### config.mk
export PLATFORM = sky130hd
export DESIGN_NAME = reg_readout
export DESIGN_NICKNAME = d
export VERILOG_FILES = /design/src/rtl/reg_pkg.sv /design/src/rtl/reg_readout.sv
export SDC_FILE = /design/constraint.sdc
export NUM_CORES = 1
export LEC_CHECK = 0
export CAP_MARGIN = 20
export CELL_PAD_IN_SITES_DETAIL_PLACEMENT = 0
export CELL_PAD_IN_SITES_GLOBAL_PLACEMENT = 1
export CORE_MARGIN = 1.5
export CORE_UTILIZATION = 36
export CTS_CLUSTER_SIZE = 10
export DETAILED_ROUTE_END_ITERATION = 10
export MAX_ROUTING_LAYER = met4
export PLACE_DENSITY = 0.76
export SETUP_SLACK_MARGIN = 0.4
export SLEW_MARGIN = 10
export SYNTH_ARGS = -nofsm -noshare
export SYNTH_HDL_FRONTEND = slang
export SYNTH_SLANG_ARGS = --single-unit
### constraint.sdc
create_clock -name clk -period 1.82 [get_ports clk]
set_input_delay 0.364 -clock clk [delete_from_list [all_inputs] [get_ports clk]]
set_output_delay 0.364 -clock clk [all_outputs]
set_load 0.05 [all_outputs]
### src/rtl/reg_pkg.sv
// Shared definitions for the 64-bit datapath register blocks.
//   REG_W            : datapath register width
//   readout_state_t  : state encoding of the register readout streamer
package reg_pkg;

    localparam int REG_W = 64;

    typedef enum logic {
        IDLE = 1'b0,
        SEND = 1'b1
    } readout_state_t;

endpackage

### src/rtl/reg_readout.sv
// Register readout streamer: snapshots reg_in on req and streams it out as
// BEAT_W-wide beats over a valid/ready interface.
//
// Ports:
//   clk        rising-edge clock
//   reset_n    asynchronous active-low reset
//   req        start a readback (only honoured in IDLE)
//   reg_in     live register value, captured on an accepted req
//   busy       readback in progress
//   out_valid  beat present on out_data
//   out_ready  consumer accepts the beat this cycle
//   out_data   current beat
//   out_last   final beat of the readback
//   done       single-cycle pulse after the final beat is accepted
//
// state | meaning
// ------+-----------------------------------------------------------
// IDLE  | waiting for req; outputs quiet
// SEND  | presenting snapshot beats until the last one is accepted
module reg_readout
    import reg_pkg::*;
#(
    parameter int DATA_W    = REG_W,
    parameter int BEAT_W    = 8,
    parameter bit LSB_FIRST = 1'b1
) (
    input  logic              clk,
    input  logic              reset_n,
    input  logic              req,
    input  logic [DATA_W-1:0] reg_in,
    output logic              busy,
    output logic              out_valid,
    input  logic              out_ready,
    output logic [BEAT_W-1:0] out_data,
    output logic              out_last,
    output logic              done
);

    localparam int NBEATS = DATA_W / BEAT_W;
    localparam int CNT_W  = (NBEATS > 1) ? $clog2(NBEATS) : 1;
    localparam logic [CNT_W-1:0] LAST_CNT = CNT_W'(NBEATS - 1);

    generate
        if ((DATA_W % BEAT_W) != 0 || DATA_W < BEAT_W) begin : g_bad_width
            $error("reg_readout: DATA_W must be an integer multiple of BEAT_W");
        end
    endgenerate

    readout_state_t    state;
    logic [DATA_W-1:0] snap;
    logic [CNT_W-1:0]  cnt;
    logic              xfer;

    assign xfer     = out_valid && out_ready;
    assign out_last = out_valid && (cnt == LAST_CNT);

    // The snapshot is shifted toward the output end after each beat, so the
    // current beat always sits at a fixed slice.
    generate
        if (LSB_FIRST) begin : g_lsb
            assign out_data = snap[BEAT_W-1:0];
        end else begin : g_msb
            assign out_data = snap[DATA_W-1 -: BEAT_W];
        end
    endgenerate

    always_ff @(posedge clk or negedge reset_n) begin
        if (!reset_n) begin
            state     <= IDLE;
            snap      <= '0;
            cnt       <= '0;
            busy      <= 1'b0;
            out_valid <= 1'b0;
            done      <= 1'b0;
        end else begin
            done <= 1'b0;
            case (state)
                IDLE: begin
                    if (req) begin
                        snap      <= reg_in;
                        cnt       <= '0;
                        state     <= SEND;
                        busy      <= 1'b1;
                        out_valid <= 1'b1;
                    end
                end
                SEND: begin
                    if (xfer) begin
                        if (cnt == LAST_CNT) begin
                            // Clearing the snapshot keeps out_data quiet in IDLE.
                            state     <= IDLE;
                            cnt       <= '0;
                            snap      <= '0;
                            busy      <= 1'b0;
                            out_valid <= 1'b0;
                            done      <= 1'b1;
                        end else begin
                            snap <= LSB_FIRST ? (snap >> BEAT_W) : (snap << BEAT_W);
                            cnt  <= cnt + CNT_W'(1);
                        end
                    end
                end
                default: state <= IDLE;
            endcase
        end
    end

endmodule

==> impl_metrics.toml <==
[sta]
fin_crit_ns = 1.86
setup_slack_ns = -0.0427
worst_clock_skew_ns = 0.0116
setup_viol = 1
hold_viol = 0
worst_pin_slew_ns = 0.370
rsz0062_at_grt = "true"
fmax_ghz = 0.537
slew_headroom_pct = 75.4
post-route-period-util_pct = 102
slew_viol_final = 0

[synth]
synth_top_cell_by_area = "dfrtp_1"
synth_area_leaders = "dfrtp_1, a22o_1, mux2_2"
ys.warnings.count = 0
ys_types = 21
synth_async_sr_flop_share_pct = 100
syn_area_um2 = 3320
synth.net_count = 318
synth_enable_flop_cells = 0
avgSynthCellArea_um2 = 13.4
synth_cells = 247
netlist.area_leader.share_pct = 52.7
ys.flop_type = "dfrtp_1"
seq_area_frac_synth_pct = 52.7
synth_seq_cells = 70

[worst_setup_path]
crit_slowest_cell = "dfrtp_1"
critPathLaunchType = "flip-flop"
reg2regPathDepth = 8
cp.required_ns = 1.46
crit-reg2reg-launch = "cnt[0]"
r2r_setup_slack_ns = 0.08
worstPathCellList = "ha_4 -> buf_6 -> ha_4 -> and2_4 -> buf_12"
rr_endpoint = "snap[13]"
critPathTopFamily = "flip-flops"
worst_setup_path_end_kind = "output port"
cp_num_buf_inv = 2
critPathMostFrequentCell = "ha_4"
crit_arrival_ns = 1.50
critical_path.max_fanout = 2
crit_type = "flip-flop to output port"
crit_path_max_incr_delay_ns = 0.42

[floorplan]
fp.dieH_um = 99.1
core_area_um2 = 8850
start_util_pct = 37.5
pin_count = 80
die_x_um = 99.1
rows = 34
die_area_um2 = 9810

[detailed_routing]
routed_wl_mm = 8.75
routedWlPerCell_um = 18.5
drtAntennaViolNets = 0
vias = 2455
dr.pass1.iters = 4
drt_first_iter_violations = 57
via_per_inst = 5.20
drcViolationCount = 0

[clock_tree]
clk_pin_slew_ns = 0.08
cts.sink_count = 70
clock_latency_ns = 0.34
cts_buffer_depth = 2
clock-root-buffer = "clkbuf_8"
cts_tree = "built"
htree_levels = 3
cts_buffers = 9

[power]
p_per_area_nw_per_um2 = 912
peakVddDrop_uv = 372
p_leak_nw = 2.72

[grt]
antenna_found_initial = 0
globalRoute.totalOverflow = 0
grt_max_degree = 39
first_global_vias = 2539
grt_pass1_wl_mm = 13.8
grtUsageTotal_pct = 18.9

[place]
hpwl_mm = 4.60
place_inst = 420
place_congestion = 0.722
portBuffers = 79
dpl_cell_area_um2 = 4250

[cells_and_area]
final_area_um2 = 5370
fin_cells = 472
nets = 430
antennaDiodeCount = 0
syn_to_final_growth_pct = 61.6
drive_gt1_share_pct = 40.1
fillers = 706

[job]
drv_cap = 0

[run_status]
violations = "negative setup slack"
status = "complete, but fails checks"

[min_path]
hold_class = "primary input to async pin"
[kinds of logic (layout without fill, tap and decap cells)]
family,count (synthesis),in the layout,synth area share (%)
muxes,59,59,19.9
adders and majority gates,3,3,1.13
buffers and inverters,31,147,6.10
DFF,70,70,52.7
and+or+nand+nor,15,16,2.11
AOI/OAI and AO/OA,69,69,18.0
[registers in the layout (all words and copies together) (netlist names)]
| name | count |
|---|---|
| snap | 64 |
| cnt | 3 |
| done | 1 |
| out_valid | 1 |
| state | 1 |
[worst reg2reg max path: cells and delay by family, from the launching register on]
kind                       cells  cell delay [ns]
AOI/OAI and AO/OA              1             0.18
adders and majority gates      2             0.32
buffers and inverters          3             0.39
DFF                            1             0.40
muxes                          1             0.27
and+or+nand+nor                1             0.06
[timing repair]
action                                  in CTS  in global routing
hold endpoints to repair                     3                  0
resized for setup                           91                 12
hold buffers                                 1                  0
pin swaps                                    4                  8
gates cloned                                11                  1
endpoints found under the setup margin      58                 60
buffers inserted                            17                  6
[stage by stage]
step | power, mW | hold WS [ns] | setup TNS [ns] | utilization (%) | setup slack [ns]
2_1_floorplan | 2.80 | 0.0684 | 0 | - | 0.222
4_1_cts | 4.86 | 0.362 | -0.0778 | 59.2 | -0.0778
6_report | 4.90 | 0.372 | -0.0427 | 60.7 | -0.0427
3_3_place_gp | 3.11 | 0.181 | -4.75 | 48.0 | -0.102
3_5_place_dp | 3.15 | 0.177 | -5.40 | 48.0 | -0.119
5_1_grt | 5.15 | 0.361 | -0.100 | 60.7 | -0.100
[report_power, final]
group	total, mW	internal, mW	switching [mW]	leakage (nW)
Combinational	1.38	0.911	0.471	1.68
Sequential	2.10	1.89	0.215	0.927
Clock	1.41	0.776	0.636	0.106
[metal layers]
metal | track usage, % | up-vias | wire length (um)
met5 | - | - | 0
li1 | - | 1154 | -
met3 | 3.48 | 12 | 474
met1 | 25.1 | 1216 | 4060
met4 | 6.61 | 0 | 124
met2 | 29.2 | 73 | 4090
[layout by cell type, fill, tap and decap left out, types with 6 or more instances in the layout]
cell,synthesis,routed
dfrtp_1,70,68
clkdlybuf4s50_1,0,64
a22o_1,63,63
mux2_4,0,56
buf_4,10,20
buf_6,6,14
buf_16,0,11
buf_12,0,11
clkbuf_8,0,9
nand2_1,6,6
[worst max-delay path by stage]
stage / start / to / slack, ns / depth (start not counted)
global route: cnt[0] / out_last / -0.10 / 5
floorplan: cnt[0] / snap[0] / 0.22 / 7
global placement: req / snap[14] / -0.10 / 5
CTS: cnt[0] / out_last / -0.08 / 5
finish: cnt[0] / out_last / -0.04 / 5
detailed placement: req / snap[7] / -0.12 / 5
[synthesized netlist by cell type (2+ instances only)]
cell	n
nor2_1	4
buf_6	6
ha_1	3
mux2_2	35
mux2i_1	3
mux2_1	21
a22o_1	63
nand2_1	6
buf_2	3
clkbuf_1	10
inv_1	2
o21ai_0	3
nor2b_1	2
dfrtp_1	70
buf_4	10
[layout make-up]
type,instances,area [um^2],area share (%)
sequential,70,1750,32.7
multi-input combinational,147,1650,30.7
timing repair buffer,129,1600,29.8
tap,108,135,2.52
clock buffer,9,124,2.31
clock inverter,7,97.6,1.82
inverter,2,10.0,0.186
(Power assumes the default switching activity.)
